===== src/rtl/miner_pkg.sv =====
// Shared types for the miner dispatch block: FSM states, core-count limit and
// the job descriptor latched on every new_work pulse.
package miner_pkg;

    localparam int MAX_CORE_LOG2 = 3;

    typedef enum logic [1:0] {
        S_IDLE   = 2'd0,
        S_SPLIT  = 2'd1,
        S_LAUNCH = 2'd2,
        S_RUN    = 2'd3
    } dispatch_state_e;

    typedef struct packed {
        logic [255:0] midstate;
        logic [95:0]  work_data;
        logic [31:0]  nonce_min;
        logic [31:0]  nonce_max;
    } job_t;

endpackage


===== src/rtl/miner_dispatch_if.sv =====
// Golden-nonce stream from miner_dispatch back to the comm side (valid/ready).
interface miner_dispatch_if;
    import miner_pkg::*;

    logic                     gn_valid;
    logic                     gn_ready;
    logic [31:0]              gn_nonce;
    logic [MAX_CORE_LOG2-1:0] gn_core;

    modport master (output gn_valid, gn_nonce, gn_core, input gn_ready);
    modport slave  (input gn_valid, gn_nonce, gn_core, output gn_ready);
endinterface


===== src/rtl/miner_dispatch_gn_fifo.sv =====
// Synchronous FIFO for golden nonces: push/pop handshake, flush, full/empty.
// DEPTH_LOG2 must be at least 1.
module gn_fifo #(
    parameter int unsigned WIDTH      = 35,
    parameter int unsigned DEPTH_LOG2 = 2
) (
    input  logic             clk,
    input  logic             rst_n,
    input  logic             flush,
    input  logic             push,
    input  logic [WIDTH-1:0] push_data,
    input  logic             pop,
    output logic [WIDTH-1:0] out_data,
    output logic             full,
    output logic             empty
);
    logic [WIDTH-1:0]    mem [1 << DEPTH_LOG2];
    logic [DEPTH_LOG2:0] wr_ptr, rd_ptr;
    logic                do_push, do_pop;

    assign empty   = (wr_ptr == rd_ptr);
    assign full    = (wr_ptr[DEPTH_LOG2] != rd_ptr[DEPTH_LOG2]) &&
                     (wr_ptr[DEPTH_LOG2-1:0] == rd_ptr[DEPTH_LOG2-1:0]);
    assign do_pop  = pop && !empty;
    // A full FIFO still accepts a push when the head leaves in the same cycle.
    assign do_push = push && (!full || do_pop);
    assign out_data = empty ? '0 : mem[rd_ptr[DEPTH_LOG2-1:0]];

    always_ff @(posedge clk or negedge rst_n) begin
        if (!rst_n) begin
            wr_ptr <= '0;
            rd_ptr <= '0;
        end else if (flush) begin
            wr_ptr <= '0;
            rd_ptr <= '0;
        end else begin
            if (do_push) wr_ptr <= wr_ptr + 1'b1;
            if (do_pop)  rd_ptr <= rd_ptr + 1'b1;
        end
    end

    always_ff @(posedge clk) begin
        if (do_push && !flush) mem[wr_ptr[DEPTH_LOG2-1:0]] <= push_data;
    end
endmodule


===== src/rtl/miner_dispatch.sv =====
// Job scheduler: splits a nonce range over 2**CORE_LOG2 cores and funnels golden
// nonces back through a round-robin arbiter and FIFO. Optional: DISPATCH_WATCHDOG_EN.
module miner_dispatch
    import miner_pkg::*;
#(
    parameter int unsigned CORE_LOG2   = 2,
    parameter int unsigned FIFO_LOG2   = 2,
    parameter logic [33:0] WDOG_CYCLES = 34'h3_FFFF_FFFF
) (
    input  logic                           hash_clk,
    input  logic                           reset_n,
    input  logic                           new_work,
    input  logic [255:0]                   midstate,
    input  logic [95:0]                    work_data,
    input  logic [31:0]                    nonce_min,
    input  logic [31:0]                    nonce_max,
    output logic [255:0]                   core_midstate,
    output logic [95:0]                    core_work_data,
    output logic [32*(1 << CORE_LOG2)-1:0] core_nonce_min,
    output logic [32*(1 << CORE_LOG2)-1:0] core_nonce_max,
    output logic [(1 << CORE_LOG2)-1:0]    core_start,
    input  logic [(1 << CORE_LOG2)-1:0]    core_done,
    input  logic [(1 << CORE_LOG2)-1:0]    core_ticket,
    input  logic [32*(1 << CORE_LOG2)-1:0] core_nonce,
    miner_dispatch_if.master               gn,
    output logic                           job_active,
    output logic                           job_done,
    output logic                           range_err,
`ifdef DISPATCH_WATCHDOG_EN
    output logic                           stall,
`endif
    output logic [7:0]                     drop_count
);
    localparam int N  = 1 << CORE_LOG2;
    localparam int IW = MAX_CORE_LOG2;
    localparam logic [IW-1:0] IDX_MASK = IW'(N - 1);

    localparam logic [1:0] ST_IDLE   = S_IDLE;
    localparam logic [1:0] ST_SPLIT  = S_SPLIT;
    localparam logic [1:0] ST_LAUNCH = S_LAUNCH;
    localparam logic [1:0] ST_RUN    = S_RUN;

    function automatic logic [7:0] sat_add8(input logic [7:0] a, input logic [3:0] b);
        logic [8:0] s;
        s = {1'b0, a} + {5'b0, b};
        return s[8] ? 8'hFF : s[7:0];
    endfunction

    logic [1:0]    state;
    logic [IW-1:0] split_idx;
    logic [31:0]   cursor, cur_min;
    logic [32:0]   chunk, span_w, chunk_w;
    logic          chunk_zero, range_bad, all_done;
    logic [N-1:0]  started;
    job_t          job_q;

    assign range_bad  = nonce_min > nonce_max;
    assign span_w     = {1'b0, nonce_max} - {1'b0, nonce_min} + 33'd1;
    assign chunk_w    = span_w >> CORE_LOG2;
    assign chunk_zero = (chunk == '0);
    assign cur_min    = (split_idx == '0) ? job_q.nonce_min : cursor;
    assign all_done   = &(core_done | ~started);
    assign job_active = (state == ST_LAUNCH) || (state == ST_RUN);
    assign core_midstate  = job_q.midstate;
    assign core_work_data = job_q.work_data;

    always_ff @(posedge hash_clk or negedge reset_n) begin
        if (!reset_n) begin
            state          <= ST_IDLE;
            split_idx      <= '0;
            cursor         <= '0;
            chunk          <= '0;
            started        <= '0;
            job_q          <= '0;
            range_err      <= 1'b0;
            core_start     <= '0;
            job_done       <= 1'b0;
            core_nonce_min <= '0;
            core_nonce_max <= '0;
        end else begin
            core_start <= '0;
            job_done   <= 1'b0;
            if (new_work) begin
                if (range_bad) begin
                    range_err <= 1'b1;
                    state     <= ST_IDLE;
                end else begin
                    range_err       <= 1'b0;
                    state           <= ST_SPLIT;
                    job_q.midstate  <= midstate;
                    job_q.work_data <= work_data;
                    job_q.nonce_min <= nonce_min;
                    job_q.nonce_max <= nonce_max;
                    chunk           <= chunk_w;
                    split_idx       <= '0;
                    started         <= (chunk_w == '0) ? N'(1) : '1;
                end
            end else begin
                case (state)
                    // one core per cycle; the last core absorbs the remainder
                    ST_SPLIT: begin
                        for (int i = 0; i < N; i++) begin
                            if (split_idx == IW'(i)) begin
                                if (i == 0 || !chunk_zero) begin
                                    core_nonce_min[32*i +: 32] <= cur_min;
                                    core_nonce_max[32*i +: 32] <= (i == N - 1 || chunk_zero) ?
                                        job_q.nonce_max : cur_min + chunk[31:0] - 32'd1;
                                end else begin
                                    core_nonce_min[32*i +: 32] <= '0;
                                    core_nonce_max[32*i +: 32] <= '0;
                                end
                            end
                        end
                        cursor    <= cur_min + chunk[31:0];
                        split_idx <= split_idx + 1'b1;
                        if (split_idx == IDX_MASK) begin
                            state      <= ST_LAUNCH;
                            core_start <= started;
                        end
                    end
                    ST_LAUNCH: state <= ST_RUN;
                    ST_RUN: begin
                        if (all_done) begin
                            state    <= ST_IDLE;
                            job_done <= 1'b1;
                        end
                    end
                    default: state <= ST_IDLE;
                endcase
            end
        end
    end

    logic [N-1:0]    pending, grant, accept, drop_vec;
    logic [31:0]     pend_nonce [N];
    logic [IW-1:0]   last_idx, grant_idx;
    logic            found, can_push, do_grant, fifo_full, fifo_empty;
    logic [31:0]     push_nonce;
    logic [3:0]      n_drop;
    logic [IW+31:0]  fifo_out;

    // Round-robin search starting one past the previous grant.
    always_comb begin
        found     = 1'b0;
        grant_idx = last_idx;
        for (int k = 1; k <= N; k++) begin
            for (int i = 0; i < N; i++) begin
                if (!found && pending[i] && (IW'(i) == ((last_idx + IW'(k)) & IDX_MASK))) begin
                    found     = 1'b1;
                    grant_idx = IW'(i);
                end
            end
        end
    end

    assign can_push = !fifo_full || gn.gn_ready;
    assign do_grant = found && can_push && !new_work;

    always_comb begin
        grant      = '0;
        push_nonce = '0;
        for (int i = 0; i < N; i++) begin
            if (do_grant && grant_idx == IW'(i)) begin
                grant[i]   = 1'b1;
                push_nonce = pend_nonce[i];
            end
        end
    end

    // A latch being granted this cycle is free again for a simultaneous ticket.
    assign accept   = ~pending | grant;
    assign drop_vec = core_ticket & ~accept;

    always_comb begin
        n_drop = '0;
        for (int i = 0; i < N; i++) n_drop = n_drop + {3'b0, drop_vec[i]};
    end

    always_ff @(posedge hash_clk or negedge reset_n) begin
        if (!reset_n) begin
            pending    <= '0;
            last_idx   <= IDX_MASK;
            drop_count <= '0;
        end else if (new_work) begin
            pending  <= '0;
            last_idx <= IDX_MASK;
        end else begin
            pending    <= (pending & ~grant) | core_ticket;
            drop_count <= sat_add8(drop_count, n_drop);
            if (do_grant) last_idx <= grant_idx;
        end
    end

    always_ff @(posedge hash_clk) begin
        for (int i = 0; i < N; i++) begin
            if (core_ticket[i] && accept[i] && !new_work)
                pend_nonce[i] <= core_nonce[32*i +: 32];
        end
    end

    gn_fifo #(
        .WIDTH      (IW + 32),
        .DEPTH_LOG2 (FIFO_LOG2)
    ) u_gn_fifo (
        .clk       (hash_clk),
        .rst_n     (reset_n),
        .flush     (new_work),
        .push      (do_grant),
        .push_data ({grant_idx, push_nonce}),
        .pop       (gn.gn_ready),
        .out_data  (fifo_out),
        .full      (fifo_full),
        .empty     (fifo_empty)
    );

    assign gn.gn_valid = !fifo_empty;
    assign gn.gn_nonce = fifo_out[31:0];
    assign gn.gn_core  = fifo_out[IW+31:32];

`ifdef DISPATCH_WATCHDOG_EN
    logic [33:0]  wdog_cnt;
    logic [N-1:0] done_prev;

    always_ff @(posedge hash_clk or negedge reset_n) begin
        if (!reset_n) begin
            wdog_cnt  <= '0;
            done_prev <= '0;
            stall     <= 1'b0;
        end else begin
            done_prev <= core_done;
            if (new_work) begin
                wdog_cnt <= '0;
                stall    <= 1'b0;
            end else if (state != ST_RUN || core_done != done_prev) begin
                wdog_cnt <= '0;
            end else if (wdog_cnt == WDOG_CYCLES) begin
                stall <= 1'b1;
            end else begin
                wdog_cnt <= wdog_cnt + 34'd1;
            end
        end
    end
`endif
endmodule

===== src/flat_wrapper.sv =====
// flat-port wrapper written by rule: the top's interface ports become plain ports
module miner_dispatch_flat import miner_pkg::*;
#(
    parameter int unsigned CORE_LOG2   = 2,
    parameter int unsigned FIFO_LOG2   = 2,
    parameter logic [33:0] WDOG_CYCLES = 34'h3_FFFF_FFFF
)
  (hash_clk, reset_n, new_work, midstate, work_data, nonce_min, nonce_max, core_midstate, core_work_data, core_nonce_min, core_nonce_max, core_start, core_done, core_ticket, core_nonce, job_active, job_done, range_err, drop_count, gn_gn_valid, gn_gn_nonce, gn_gn_core, gn_gn_ready);
  miner_dispatch_if gn_i ();
  input  logic hash_clk;
  input  logic reset_n;
  input  logic new_work;
  input  logic [255:0] midstate;
  input  logic [95:0] work_data;
  input  logic [31:0] nonce_min;
  input  logic [31:0] nonce_max;
  output logic [255:0] core_midstate;
  output logic [95:0] core_work_data;
  output logic [32*(1 << CORE_LOG2)-1:0] core_nonce_min;
  output logic [32*(1 << CORE_LOG2)-1:0] core_nonce_max;
  output logic [(1 << CORE_LOG2)-1:0] core_start;
  input  logic [(1 << CORE_LOG2)-1:0] core_done;
  input  logic [(1 << CORE_LOG2)-1:0] core_ticket;
  input  logic [32*(1 << CORE_LOG2)-1:0] core_nonce;
  output logic job_active;
  output logic job_done;
  output logic range_err;
  output logic [7:0] drop_count;
  output wire logic [$bits(gn_i.gn_valid)-1:0] gn_gn_valid;
  output wire logic [$bits(gn_i.gn_nonce)-1:0] gn_gn_nonce;
  output wire logic [$bits(gn_i.gn_core)-1:0] gn_gn_core;
  input wire logic [$bits(gn_i.gn_ready)-1:0] gn_gn_ready;
  assign gn_gn_valid = gn_i.gn_valid;
  assign gn_gn_nonce = gn_i.gn_nonce;
  assign gn_gn_core = gn_i.gn_core;
  assign gn_i.gn_ready = gn_gn_ready;
  miner_dispatch #(.CORE_LOG2(CORE_LOG2), .FIFO_LOG2(FIFO_LOG2), .WDOG_CYCLES(WDOG_CYCLES)) u_core (.hash_clk(hash_clk), .reset_n(reset_n), .new_work(new_work), .midstate(midstate), .work_data(work_data), .nonce_min(nonce_min), .nonce_max(nonce_max), .core_midstate(core_midstate), .core_work_data(core_work_data), .core_nonce_min(core_nonce_min), .core_nonce_max(core_nonce_max), .core_start(core_start), .core_done(core_done), .core_ticket(core_ticket), .core_nonce(core_nonce), .gn(gn_i), .job_active(job_active), .job_done(job_done), .range_err(range_err), .drop_count(drop_count));
endmodule

===== config.mk =====
export PLATFORM = sky130hd
export DESIGN_NAME = miner_dispatch_flat
export DESIGN_NICKNAME = d
export VERILOG_FILES = /design/src/rtl/miner_pkg.sv /design/src/rtl/miner_dispatch_if.sv /design/src/rtl/miner_dispatch_gn_fifo.sv /design/src/rtl/miner_dispatch.sv /design/src/flat_wrapper.sv
export SDC_FILE = /design/constraint.sdc
export NUM_CORES = 2
export LEC_CHECK = 0
export ABC_AREA = 1
export CORE_AREA = 2 2 473 475
export DETAILED_ROUTE_END_ITERATION = 7
export DIE_AREA = 0 0 475 477
export DONT_BUFFER_PORTS = 1
export PLACE_DENSITY = 0.32
export SLEW_MARGIN = 20
export SYNTH_ARGS = -nofsm -noshare
export SYNTH_HDL_FRONTEND = slang
export SYNTH_SLANG_ARGS = --single-unit

===== constraint.sdc =====
create_clock -name hash_clk -period 5.6 [get_ports hash_clk]
set_clock_uncertainty 0.05 [all_clocks]
set_input_delay 1.4 -clock hash_clk [delete_from_list [all_inputs] [get_ports hash_clk]]
set_output_delay 1.4 -clock hash_clk [all_outputs]
set_load 0.01 [all_outputs]

* After elaboration in Yosys (flattened, before gate mapping) *
Memories as Yosys holds them, arrays and structs flattened.
Index checks and enable logic that the tools add are counted.

operators by class
  add/subtract/negate cells = 15
  multipliers = 0
  div/mod/pow operators = 0
  $lt $le $gt $ge = 1
  equal/unequal tests = 27
  shifts and indexed selects = 0
  muxes and demuxes = 80
  bitwise logic cells = 11
  reductions and logical operators = 91

operator list
  cell                   count
  $mux 32                9
  $mux 3                 25
  $logic_not 33->1       2
  $logic_and 1x1->1      49
  $mux 1                 35
  $mux 35                1
  $add 33x1->33 const B  1
  $sub 32x32->33         1
  $add 32x31->32         1
  $gt 32x32->1           1
  $sub 32x1->32 const B  1
  $mux 4                 5
  $logic_not 1->1        18
  $logic_not 3->1        6
  $eq 2x2->1 const A     8
  $not 4->4              4
  $eq 3x2->1 const B     4
  $or 4x4->4             3
  $reduce_and 3->1       4
  $add 3x1->3 const B    3
  $add 8x4->9            1
  $add 4x1->4            2
  $and 4x4->4            2
  $eq 1x2->1 const A     4
  19 further kinds       35

word-level totals
  register bits = 771
  latch bits = 0
  bits in writable memories = 268
  ROM bits = 0
  output and inout port bits = 659
  word-level logic and storage cells = 252
  memories = 2

memories
  name                  words  width  rd ports  clocked after Yosys merged registers in  write ports  line                          text
  u_core.u_gn_fifo.mem  4      35     1         0                                        1            miner_dispatch_gn_fifo.sv:17  logic [WIDTH-1:0] mem [1 << DEPTH_LOG2];
  u_core.pend_nonce     4      32     4         0                                        4            miner_dispatch.sv:135         logic [31:0] pend_nonce [N];

* Logic depth before layout (Yosys ltp) *
  depth after elaboration = 76
  mapped depth = 27
  gate-level depth less buffers = 27

* By module *
A second synthesis with hierarchy kept.

second synthesis, totals
  cells, all modules = 5459
  area total of the unflattened synthesis = 49218.5 um^2

by module, submodules not included
  module          times used  cells an instance  area each (um^2)
  miner_dispatch  1           5023               43260.2
  gn_fifo         1           436                5958.2

* Worst setup path after synthesis *
No wires, ideal clock.

  kind = input-to-reg
  from = input port gn_gn_ready
  to = register u_core.drop_count[6]
  setup time = 119 ps
  arrival = 4234 ps
  path slack = 1197 ps
  cell stages on the path = 18
  cell sequence = nand2_1 -> nand2_1 -> nand2_1 -> nor2_1 -> buf_2 -> nand2_1 -> nand2_1 -> nor2_1 -> ha_1 -> fa_1 -> ha_1 -> inv_1 -> fa_1 -> nor2_1 -> o21ai_0 -> nor4_1 -> nand2_1 -> o21a_1

on the way
  longest elaborated chain between the ends = 13

RTL lines
  what                                line                   text
  start: declaration                  flat_wrapper.sv:32     input wire logic [$bits(gn_i.gn_ready)-1:0] gn_gn_ready;
  $logic_or 1x1->1 (*)                miner_dispatch.sv:156  assign can_push = !fifo_full || gn.gn_ready;
  $logic_and 1x1->1 (*) (2 in a row)  miner_dispatch.sv:157  assign do_grant = found && can_push && !new_work;
  $logic_and 1x1->1                   miner_dispatch.sv:163  if (do_grant && grant_idx == IW'(i)) begin
  $mux 1                              miner_dispatch.sv:163
  $or 4x4->4 (*)                      miner_dispatch.sv:171  assign accept = ~pending | grant;
  $not 4->4 (*)                       miner_dispatch.sv:172  assign drop_vec = core_ticket & ~accept;
  $and 4x4->4 (*)                     miner_dispatch.sv:172
  $add 1x1->2                         miner_dispatch.sv:176  for (int i = 0; i < N; i++) n_drop = n_drop + {3'b0, drop_vec[i]};
  $add 4x1->4                         miner_dispatch.sv:176
  $add 4x1->4 (*)                     miner_dispatch.sv:176
  $add 8x4->9 (*)                     miner_dispatch.sv:45   s = {1'b0, a} + {5'b0, b};
  $mux 8 (*)                          miner_dispatch.sv:46   return s[8] ? 8'hFF : s[7:0];
  end signal: assignment              miner_dispatch.sv:189  drop_count <= sat_add8(drop_count, n_drop);
  end: declaration                    miner_dispatch.sv:32   output logic [7:0] drop_count

Mark *: on every way between the ends. The rest lies on a longest branch, timed or not.
A chain may end at the register's enable or synchronous reset.

* Final worst setup path *
  from = register u_core.last_idx[0]
  to = register u_core.drop_count[6]

RTL lines
  what                            line                   text
  start: declaration              miner_dispatch.sv:136  logic [IW-1:0] last_idx, grant_idx;
  start signal: assignment        miner_dispatch.sv:190  if (do_grant) last_idx <= grant_idx;
  $add 2x1->2                     miner_dispatch.sv:148  if (!found && pending[i] && (IW'(i) == ((last_idx + IW'(k)) & IDX_MASK))) begin
  $logic_not 3->1                 miner_dispatch.sv:148
  $logic_and 1x1->1               miner_dispatch.sv:148
  $mux 1                          miner_dispatch.sv:148
  $logic_not 1->1                 miner_dispatch.sv:148
  $logic_and 1x1->1 (2 in a row)  miner_dispatch.sv:148
  $mux 1                          miner_dispatch.sv:148
  $logic_not 1->1                 miner_dispatch.sv:148
  [... 55 more ...]               --
  via u_core.grant_idx[2]         miner_dispatch.sv:136
  [... 3 more ...]                --
  $or 4x4->4 (*)                  miner_dispatch.sv:171
  $not 4->4 (*)                   miner_dispatch.sv:172
  $and 4x4->4 (*)                 miner_dispatch.sv:172
  $add 1x1->2                     miner_dispatch.sv:176
  $add 4x1->4                     miner_dispatch.sv:176
  $add 4x1->4 (*)                 miner_dispatch.sv:176
  $add 8x4->9 (*)                 miner_dispatch.sv:45
  $mux 8 (*)                      miner_dispatch.sv:46

Mark *: on every way through the listed nets, which the timed path passes. The rest lies on a longest branch.

==> metrics.cfg <==
[outcome]
outcome=finished, final reports clean

[synth]
ys_warn_count=0
synth_cell_types=61
async_reset_ff_frac=0.741
synth_fp_nets=6182
synth_flop_cell=dfrtp_1
ys_ff_latch=1035
synth_area_per_cell_um2=8.97
synth_edf_count=268
synthCells=5479
ys_seq_area_frac=0.554
synth_top_area_frac=0.389
netlist_area_um2=49200
synth_top_cell_by_area=dfrtp_1
yosys-top-cells-area=dfrtp_1 (39%), edfxtp_1 (16%), nand2_1 (15%)

[cts]
cts_inserted_buffers=136
hold_buffers=0
cts.sinks=1035
cts_root_buf=clkbuf_16
cts.clk_slew.worst_paths_ns=0.06
htree_levels=4
cts_buffer_depth=3
post-cts-setup-buffers=0
cts_resized=0
cts_tree=yes
clk_latency_ns=0.80

[critical_path]
arrival_ns=5.37
worstPathRequired_ns=6.20
crit_top_cell=nor2_4
cp-start-kind=register
r2r_start=u_core.last_idx[0]
crit_start=u_core.last_idx[0]
criticalPathCategory=reg2reg
cp_slowest_cell=dfstp_2
worstPathCellList=nor2_2 > nand2_2 > nand3_2 > nor2_4 > nand4_4 > nor2_4 > nand4_4 > nor3_2 > nand4_2 > nor2_4 > nor2_4 > nand2_1 > nand2_1 > nor2_1 > ha_1 > fa_1 > ha_1 > inv_1 > fa_1 > nor2_1 > o21ai_0 > nor4_1 > nand2_1 > o21a_1
crit_fanout=6
critical_path.max_stage_delay_ns=0.60
timing.reg2reg.setup_slack_ns=0.83
r2r-end=u_core.drop_count[6]
r2r_cells=24
critPathCaptureType=register

[power]
pwr-share-seq=0.355
swShare=0.473
power_density_nw_per_um2=645
p_comb_frac=0.388
ir_drop_mv=0.285
p_leak_nw=25.2
power.share.clock=0.256
p_int_mw=18.7
switching_power_mw=16.8

[global_routing]
grt_pass1_wl_mm=309
globalRouteTotalUtil=0.195
grt_pass1_vias=35900
grt.overflow.total=0
grt_max_degree=121
antenna_found_initial=47

[timing]
tns_ns=0
slew_headroom=0.251
min_period_over_period=0.852
fmax_mhz=210
fin_crit_ns=4.77
worstMarginPinSlew_ns=1.11
setup_ws_ns=0.829
final_max_slew_viol_count=0
hold_viol=0
setup_violations=0
rsz0062_at_grt=false

[worst_hold_path]
hold_path_class=reg2reg
worstHoldStart=u_core.started[0]
worstHoldPathCells=2
holdPathEnd=u_core.started[0]

[route]
ant_nets=0
via_per_inst=4.37
totalWireLength_mm=227
dr.pass1.iters=5
wire_per_inst_um=27.6
vias=36000
dr.first_iter.drc_count=2931
remaining_drc_errors=0

[die]
fp-row-count=173
fp.coreArea_um2=221000
dieArea_um2=227000
ios=1215
die_y_um=477
initial_utilization=0.222
die_x_um=475

[place]
place_hpwl_mm=179
dpl.cell_count=7966
dpl_worst_slack_ns=0.794
globalplace.congestion=0.926
numPortBuffers=0

[cells_and_area]
stdcell_count=8229
final_common_cell=nand2_1
drive_above_1_share=0.0837
nNetsFinal=5832
area_growth_pct=12.0
final_cell_mix=nand2_1 (1,909), dfrtp_1 (764), o21ai_0 (447)

[flow_run]
maxCapViolations=0

how the worst max path moves through the flow:
stage / endpoint / slack [ns]
after global routing: u_core.drop_count[7] / 0.33
after detailed placement: u_core.drop_count[6] / 0.79
after floorplan: u_core.drop_count[6] / 1.20
final: u_core.drop_count[6] / 0.83
after CTS: u_core.drop_count[6] / 0.77
after global placement: u_core.core_midstate[116] / 0.76
layout make-up:
type,count,area [um2]
Multi-Input combinational cell,3525,17200
Timing Repair Buffer,103,1020
Clock buffer,185,3740
Clock inverter,60,901
Fill cell,24100,166000
Inverter,328,1240
Antenna cell,18,45.0
Sequential cell,1035,27200
Tap cell,2975,3720
worst max-delay path: cells and delay by family (launching register included):
kind | cells | cell delay (ns)
DFF | 1 | 0.60
adders and majority gates | 4 | 1.36
and+or+nand+nor | 17 | 2.27
buffers and inverters | 1 | 0.06
AOI/OAI and AO/OA | 2 | 0.28
per-stage QoR:
| stage | power, mW | util | cell area [um2] | hold WS (ns) |
|---|---|---|---|---|
| 2_1_floorplan | 19.8 | - | 49200 | 0.381 |
| 3_3_place_gp | 26.9 | 0.227 | 50400 | 0.411 |
| 3_5_place_dp | 26.9 | 0.228 | 50400 | 0.415 |
| 4_1_cts | 36.2 | 0.248 | 55000 | 0.427 |
| 5_1_grt | 37.8 | 0.249 | 55000 | 0.440 |
| 6_report | 35.5 | 0.249 | 55100 | 0.428 |
cells by family (layout without fill, tap and decap cells):
family | Yosys count | count (layout) | synth area share
XOR/XNOR | 56 | 56 | 0.0113
flip-flops | 1035 | 1035 | 0.554
adder cells (fa/ha/maj) | 147 | 147 | 0.0380
other | 0 | 18 | 0
AO/OA/AOI/OAI | 742 | 742 | 0.0795
buffers and inverters | 919 | 676 | 0.0995
AND/OR/NAND/NOR | 2580 | 2580 | 0.217
per-layer routing:
metal	up-vias	global-route usage	routed length (um)
met2	1328	0.323	108000
li1	16800	-	-
met5	-	0	117
met3	222	0.0719	22000
met1	17600	0.241	92800
met4	18	0.0417	4570
power groups by stage:
stage / Combinational [mW] / Clock (mW) / Sequential, mW
after floorplan: 8.64 / 0 / 11.2
after global placement: 14.0 / 0 / 12.9
after detailed placement: 14.0 / 0 / 12.8
after CTS: 14.0 / 9.44 / 12.7
after global routing: 15.2 / 9.71 / 12.9
final: 13.8 / 9.10 / 12.6
synthesized netlist by cell type, types with 11 or more instances:
library cell	number
ha_1	143
xnor2_1	21
nor3_1	22
nand3_2	11
nor2_1	265
o22ai_1	37
inv_1	309
xor2_1	28
edfxtp_1	268
buf_4	354
a21oi_1	149
o21bai_1	11
nand4_1	68
o21ai_1	53
nor4_1	12
clkbuf_1	157
o21ai_0	448
inv_2	16
nand2_1	1912
nand2_2	21
nor2_4	13
dfrtp_1	765
nor2_2	13
nand3_1	216
buf_2	71
registers in the layout, indices dropped and copies added (netlist names), 32 cells and up:
register and count:
u_core.pend_nonce 128, u_core.core_work_data 96, u_core.job_q 64, u_core.core_nonce_max 128, u_core.core_nonce_min 128, u_core.core_midstate 256
u_core.u_gn_fifo.mem 140, u_core.cursor 32
Note: power is estimated with default switching activity, not from simulation.
